### config.mk
export PLATFORM = sky130hd
export DESIGN_NAME = fore_mask_writer_flat
export DESIGN_NICKNAME = d
export VERILOG_FILES = /design/src/rtl/fore_mask_writer_if.sv /design/src/rtl/fore_mask_writer.sv /design/src/flat_wrapper.sv
export SDC_FILE = /design/constraint.sdc
export NUM_CORES = 1
export LEC_CHECK = 0
export BUFFER_PORTS_ARGS = -buffer_cell sky130_fd_sc_hd__buf_2
export CAP_MARGIN = 20
export CORE_MARGIN = 3
export CORE_UTILIZATION = 40
export DETAILED_ROUTE_END_ITERATION = 8
export GPL_ROUTABILITY_DRIVEN = 1
export PLACE_DENSITY_LB_ADDON = 0.05
export SLEW_MARGIN = 20
export SYNTH_ARGS = -nofsm -noshare
export SYNTH_HDL_FRONTEND = slang
export SYNTH_SLANG_ARGS = --single-unit
### constraint.sdc
create_clock -name clk_i -period 4.9 [get_ports clk_i]
set_input_delay 0.98 -clock clk_i [delete_from_list [all_inputs] [get_ports clk_i]]
set_output_delay 0.98 -clock clk_i [all_outputs]
set_load 0.02 [all_outputs]
### src/rtl/fore_mask_writer_if.sv
// Bundle for the mask writer: pixel decision stream, start/status and the
// frame-memory write bus. The writer is the bus master.
interface fore_mask_writer_if #(
    parameter int ADDR_W = 17
);
    logic              start_i;
    logic              rd_fore_i;
    logic [7:0]        fore_i;
    logic              mem_stb_o;
    logic [ADDR_W-1:0] mem_addr_o;
    logic [31:0]       mem_data_o;
    logic              mem_ack_i;
    logic              busy_o;
    logic              frame_done_o;
    logic [ADDR_W+1:0] fg_count_o;
    logic              overflow_o;

    modport master (
        input  start_i, rd_fore_i, fore_i, mem_ack_i,
        output mem_stb_o, mem_addr_o, mem_data_o, busy_o, frame_done_o,
               fg_count_o, overflow_o
    );

    modport slave (
        output start_i, rd_fore_i, fore_i, mem_ack_i,
        input  mem_stb_o, mem_addr_o, mem_data_o, busy_o, frame_done_o,
               fg_count_o, overflow_o
    );
endinterface

### src/rtl/fore_mask_writer.sv
// Packs per-pixel fg/bg decisions (normalised to FF/00) four to a word,
// buffers them in a small FIFO and writes them to frame memory via stb/ack.
module fore_mask_writer #(
    parameter int FRAME_PIXELS = 76800,
    parameter int BASE_ADDR    = 0,
    parameter int ADDR_W       = 17,
    parameter int FIFO_DEPTH   = 4
) (
    input  logic               clk_i,
    input  logic               rst_i,
    fore_mask_writer_if.master bus
);
    localparam int CNT_W = $clog2(FRAME_PIXELS + 1);
    localparam int PTR_W = $clog2(FIFO_DEPTH);
    localparam logic [CNT_W-1:0]  LAST_CNT = CNT_W'(FRAME_PIXELS - 1);
    localparam logic [ADDR_W-1:0] BASE     = ADDR_W'(BASE_ADDR);

    typedef enum logic [1:0] {IDLE, RUN, FLUSH} state_t;

    state_t            state, state_nxt;
    logic [CNT_W-1:0]  pix_cnt;
    logic [1:0]        lane;
    logic [31:0]       word_buf, word_nxt;
    logic [ADDR_W+1:0] fg_count;
    logic              overflow;
    logic [31:0]       fifo_mem [FIFO_DEPTH];
    logic [PTR_W:0]    wr_ptr, rd_ptr;
    logic              stb;
    logic [ADDR_W-1:0] addr;
    logic [31:0]       data;

    logic arm, take_pixel, last_pixel, frame_done;
    logic fg_pixel, push, pop, wr_en, drop, fifo_empty, fifo_full, accept;

    assign fifo_empty = (wr_ptr == rd_ptr);
    assign fifo_full  = (wr_ptr[PTR_W] != rd_ptr[PTR_W]) &&
                        (wr_ptr[PTR_W-1:0] == rd_ptr[PTR_W-1:0]);
    assign accept     = stb && bus.mem_ack_i;
    assign pop        = !fifo_empty && (!stb || bus.mem_ack_i);
    assign fg_pixel   = (bus.fore_i != 8'd0);
    assign push       = take_pixel && ((lane == 2'd3) || last_pixel);
    // A full FIFO still takes a word when the write port pops in the same cycle.
    assign wr_en      = push && (!fifo_full || pop);
    assign drop       = push && fifo_full && !pop;

    always_ff @(posedge clk_i) begin
        if (rst_i) state <= IDLE;
        else       state <= state_nxt;
    end

    // NOTE: every signal gets a default before the case so no latch is inferred.
    always_comb begin
        state_nxt  = state;
        arm        = 1'b0;
        take_pixel = 1'b0;
        last_pixel = 1'b0;
        frame_done = 1'b0;
        unique case (state)
            IDLE: if (bus.start_i) begin
                arm       = 1'b1;
                state_nxt = RUN;
            end
            RUN: if (bus.rd_fore_i) begin
                take_pixel = 1'b1;
                if (pix_cnt == LAST_CNT) begin
                    last_pixel = 1'b1;
                    state_nxt  = FLUSH;
                end
            end
            FLUSH: if (fifo_empty && !stb) begin
                frame_done = 1'b1;
                state_nxt  = IDLE;
            end
            default: state_nxt = IDLE;
        endcase
    end

    always_comb begin
        word_nxt = word_buf;
        word_nxt[{lane, 3'b000} +: 8] = fg_pixel ? 8'hFF : 8'h00;
    end

    // NOTE: sequential state uses non-blocking assignments so every register
    // samples pre-edge values regardless of statement order.
    always_ff @(posedge clk_i) begin
        if (rst_i) begin
            pix_cnt  <= '0;
            lane     <= '0;
            word_buf <= '0;
            fg_count <= '0;
            overflow <= 1'b0;
            wr_ptr   <= '0;
            rd_ptr   <= '0;
            stb      <= 1'b0;
            addr     <= BASE;
            data     <= '0;
        end else if (arm) begin
            pix_cnt  <= '0;
            lane     <= '0;
            word_buf <= '0;
            fg_count <= '0;
            overflow <= 1'b0;
            wr_ptr   <= '0;
            rd_ptr   <= '0;
            addr     <= BASE;
        end else begin
            if (take_pixel) begin
                pix_cnt  <= pix_cnt + 1'b1;
                lane     <= lane + 1'b1;
                word_buf <= push ? '0 : word_nxt;
                if (fg_pixel) fg_count <= fg_count + 1'b1;
            end
            if (wr_en) wr_ptr <= wr_ptr + 1'b1;
            if (drop)  overflow <= 1'b1;
            if (pop) begin
                rd_ptr <= rd_ptr + 1'b1;
                data   <= fifo_mem[rd_ptr[PTR_W-1:0]];
                stb    <= 1'b1;
            end else if (accept) begin
                stb <= 1'b0;
            end
            if (accept) addr <= addr + 1'b1;
        end
    end

    // NOTE: storage has no reset; the pointers alone define which entries are valid.
    always_ff @(posedge clk_i) begin
        if (wr_en) fifo_mem[wr_ptr[PTR_W-1:0]] <= word_nxt;
    end

    assign bus.mem_stb_o    = stb;
    assign bus.mem_addr_o   = addr;
    assign bus.mem_data_o   = data;
    assign bus.busy_o       = (state != IDLE);
    assign bus.frame_done_o = frame_done;
    assign bus.fg_count_o   = fg_count;
    assign bus.overflow_o   = overflow;
endmodule
### src/flat_wrapper.sv
// flat-port wrapper written by rule: the top's interface ports become plain ports
module fore_mask_writer_flat 
#(
    parameter int FRAME_PIXELS = 76800,
    parameter int BASE_ADDR    = 0,
    parameter int ADDR_W       = 17,
    parameter int FIFO_DEPTH   = 4
)
  (clk_i, rst_i, bus_start_i, bus_rd_fore_i, bus_fore_i, bus_mem_ack_i, bus_mem_stb_o, bus_mem_addr_o, bus_mem_data_o, bus_busy_o, bus_frame_done_o, bus_fg_count_o, bus_overflow_o);
  fore_mask_writer_if #(.ADDR_W(ADDR_W)) bus_i ();
  input  logic clk_i;
  input  logic rst_i;
  input wire logic [$bits(bus_i.start_i)-1:0] bus_start_i;
  input wire logic [$bits(bus_i.rd_fore_i)-1:0] bus_rd_fore_i;
  input wire logic [$bits(bus_i.fore_i)-1:0] bus_fore_i;
  input wire logic [$bits(bus_i.mem_ack_i)-1:0] bus_mem_ack_i;
  output wire logic [$bits(bus_i.mem_stb_o)-1:0] bus_mem_stb_o;
  output wire logic [$bits(bus_i.mem_addr_o)-1:0] bus_mem_addr_o;
  output wire logic [$bits(bus_i.mem_data_o)-1:0] bus_mem_data_o;
  output wire logic [$bits(bus_i.busy_o)-1:0] bus_busy_o;
  output wire logic [$bits(bus_i.frame_done_o)-1:0] bus_frame_done_o;
  output wire logic [$bits(bus_i.fg_count_o)-1:0] bus_fg_count_o;
  output wire logic [$bits(bus_i.overflow_o)-1:0] bus_overflow_o;
  assign bus_i.start_i = bus_start_i;
  assign bus_i.rd_fore_i = bus_rd_fore_i;
  assign bus_i.fore_i = bus_fore_i;
  assign bus_i.mem_ack_i = bus_mem_ack_i;
  assign bus_mem_stb_o = bus_i.mem_stb_o;
  assign bus_mem_addr_o = bus_i.mem_addr_o;
  assign bus_mem_data_o = bus_i.mem_data_o;
  assign bus_busy_o = bus_i.busy_o;
  assign bus_frame_done_o = bus_i.frame_done_o;
  assign bus_fg_count_o = bus_i.fg_count_o;
  assign bus_overflow_o = bus_i.overflow_o;
  fore_mask_writer #(.FRAME_PIXELS(FRAME_PIXELS), .BASE_ADDR(BASE_ADDR), .ADDR_W(ADDR_W), .FIFO_DEPTH(FIFO_DEPTH)) u_core (.clk_i(clk_i), .rst_i(rst_i), .bus(bus_i));
endmodule
==> results.sh <==
export IMPL_crit_type="reg -> out"
export IMPL_postCtsSetupRepairBufs=0
export IMPL_ios=85
export IMPL_postSynthCellCount=817
export IMPL_die_w_microns=165
export IMPL_multi_input_area_sq_um=3390
export IMPL_ys_seq_elements=257
export IMPL_gp_congestion=0.779
export IMPL_cp_required_ps=3920
export IMPL_cts_repair_resized=0
export IMPL_rsz0062_at_grt="no"
export IMPL_holdBufCountCts=0
export IMPL_fin_setup_tns_ps=0
export IMPL_path_clk_slew_ps=60
export IMPL_path_cells="buf_4 -> xnor2_1 -> nand3_1 -> nor3b_1 -> buf_2"
export IMPL_ys_flop_type="dfxtp_1"
export IMPL_clk_latency_ps=520
export IMPL_num_rows=57
export IMPL_nFillCells=2282
export IMPL_antenna_found_initial=1
export IMPL_nets=929
export IMPL_drc=0
export IMPL_max_clock_freq_ghz=0.313
export IMPL_cts_buffers=27
export IMPL_dpl_hpwl_microns=13300
export IMPL_routedWlPerCell_microns=16.8
export IMPL_coreArea_sq_um=24600
export IMPL_cts_root_buf="clkbuf_16"
export IMPL_period_minus_slack_ps=3200
export IMPL_drive_gt1_share_pct=20.5
export IMPL_grt_max_degree=41
export IMPL_ys_types=50
export IMPL_grt_ovfl_total=0
export IMPL_cap_violations=0
export IMPL_finish_utilization_pct=48.0
export IMPL_syn_nets=843
export IMPL_clockBufferDepth=3
export IMPL_status="complete, no violations"
export IMPL_grt_pass1_wl_microns=34000
export IMPL_htreeDepth=1
export IMPL_fin_skew_ps=6.58
export IMPL_post_route_period_util_pct=65.3
export IMPL_cpMaxStageDelayCell="buf_4"
export IMPL_synthesis_area_sq_um=10100
export IMPL_n_antenna_cell=0
export IMPL_endpoint_kind="output pin"
export IMPL_finalSetupViolations=0
export IMPL_p_total_mw=4.46
export IMPL_final_cell_mix="dfxtp_1, edfxtp_1, nand2_1"
export IMPL_clkSinkCount=257
export IMPL_start_kind="flip-flop"
export IMPL_seqCellArea_sq_um=6430
export IMPL_place_area_sq_um=10900
export IMPL_viasPerCell=5.09
export IMPL_yosysWarnings=0
export IMPL_io_buffers=84
export IMPL_num_vias=6346
export IMPL_worst_pin_slew_ps=1040
export IMPL_syn_to_final_growth_pct=16.4
export IMPL_arrival_ps=2220
export IMPL_dieArea_sq_um=27300
export IMPL_hp_class="reg -> reg"
export IMPL_cts_tree="built"
export IMPL_ys_seq_area_share_pct=63.4
export IMPL_fin_area_sq_um=11800
export IMPL_ant_nets=0
export IMPL_crit_fanout=35
export IMPL_fp_dieH_microns=165
export IMPL_slew_violations=0
export IMPL_slowest_delay_ps=440
export IMPL_hold_viol_final=0
export IMPL_initial_core_util_pct=41.2
export IMPL_ys_async_sr_fraction_pct=0
export IMPL_grt_pass1_vias=6464
export IMPL_p_per_area_nw_per_um2=378
export IMPL_wl_microns=20900
export IMPL_irDropWorstVdd_v=0.000293
export IMPL_relSlewSlack_pct=29.7
export IMPL_firstDrtPassIters=4
export IMPL_cellLeakagePower_nw=4.38
export IMPL_syn_avg_cell_area_sq_um=12.4
export IMPL_track_usage_pct=15.7
export IMPL_drt_iter0_markers=344
export IMPL_synth_edf_count=128
sequential cells by signal, summed over array words and instances (netlist names):
signal	count
u_core.pix_cnt	17
u_core.state	2
u_core.word_buf	32
u_core.bus.fg_count_o	19
u_core.rd_ptr	3
u_core.bus.mem_addr_o	17
u_core.bus.mem_data_o	32
u_core.bus.overflow_o	1
u_core.bus.mem_stb_o	1
u_core.fifo_mem	128
u_core.lane	2
u_core.wr_ptr	3
power by group:
group	total (mW)	switching [mW]	internal, mW
clock	2.12	0.793	1.33
combinational	0.0799	0.0596	0.0203
sequential	2.26	0.00591	2.25
total	4.46	0.859	3.60
final cells by class:
type / instances / area share (%)
clock buffers: 35 / 5.98
clock inverters: 14 / 1.86
inverters: 40 / 1.27
multi-input cells: 482 / 28.7
flip-flops and latches: 257 / 54.5
well taps: 324 / 3.44
repair buffers: 95 / 4.26
worst paths after layout:
kind / slack [ps] / cells past startpoint / startpoint / end
hold reg to reg: 450 / 2 / u_core.word_buf[30]$_SDFFE_PP0P_ / u_core.word_buf[30]$_SDFFE_PP0P_
setup reg to reg: 1790 / 5 / u_core.lane[0]$_SDFFE_PP0P_ / u_core.fifo_mem[1][3]$_DFFE_PP_
hold / removal: 450 / 2 / u_core.word_buf[30]$_SDFFE_PP0P_ / u_core.word_buf[30]$_SDFFE_PP0P_
setup / recovery: 1700 / 5 / u_core.rd_ptr[1]$_SDFFE_PP0P_ / bus_frame_done_o
stage by stage:
stage	hold slack [ps]	instances	setup slack, ps
floorplan	415	817	1560
global placement	435	1198	1350
detailed placement	437	1198	1270
CTS	445	1247	1640
global route	467	1247	1480
finish	446	1247	1700
metal layers:
| layer | routed length [microns] | GRT usage, % |
|---|---|---|
| met5 | 7 | 0 |
| met4 | 468 | 4.16 |
| met3 | 827 | 2.67 |
| met2 | 10200 | 27.0 |
| met1 | 9380 | 20.5 |
synth_stat cells, types with 2 or more instances:
cell	instances	area (sq um)
nand4_1	22	138
buf_6	2	22.5
buf_1	3	11.3
a21oi_1	45	225
o21ai_0	34	170
xnor2_1	18	158
and2_1	6	37.5
dfxtp_1	129	2580
ha_1	13	163
nor2_1	67	251
clkbuf_1	26	97.6
and4_1	4	35.0
nand3_1	23	115
or3_1	3	18.8
nand2b_1	3	18.8
inv_1	40	150
and3_1	7	43.8
buf_2	6	30.0
nand2_1	93	349
mux4_2	32	721
a21o_1	17	128
nor3_1	6	30.0
nor3b_1	2	15.0
a211oi_1	2	15.0
edfxtp_1	128	3840
a21o_2	8	70.1
mux2i_1	4	40.0
or2_2	2	12.5
nor4_1	15	93.8
xor2_1	37	324
cells by family (layout without fill, tap and decap cells):
| kind of cell | count (synthesis) | in the layout | synth area share, % |
|---|---|---|---|
| multiplexers | 36 | 36 | 7.50 |
| AND/OR/NAND/NOR | 268 | 268 | 13.0 |
| flip-flops | 257 | 257 | 63.4 |
| adder cells (fa/ha/maj) | 13 | 13 | 1.60 |
| AO/OA/AOI/OAI | 110 | 110 | 6.44 |
| buffers and inverters | 78 | 184 | 3.27 |
| XOR/XNOR | 55 | 55 | 4.75 |
critical path: cells and delay by family (launching register included):
family,cells,cell delay [ps]
flops,1,300
simple gates,2,510
buf+inv,2,660
xor+xnor,1,220
Note: power is estimated with default switching activity, not from simulation.
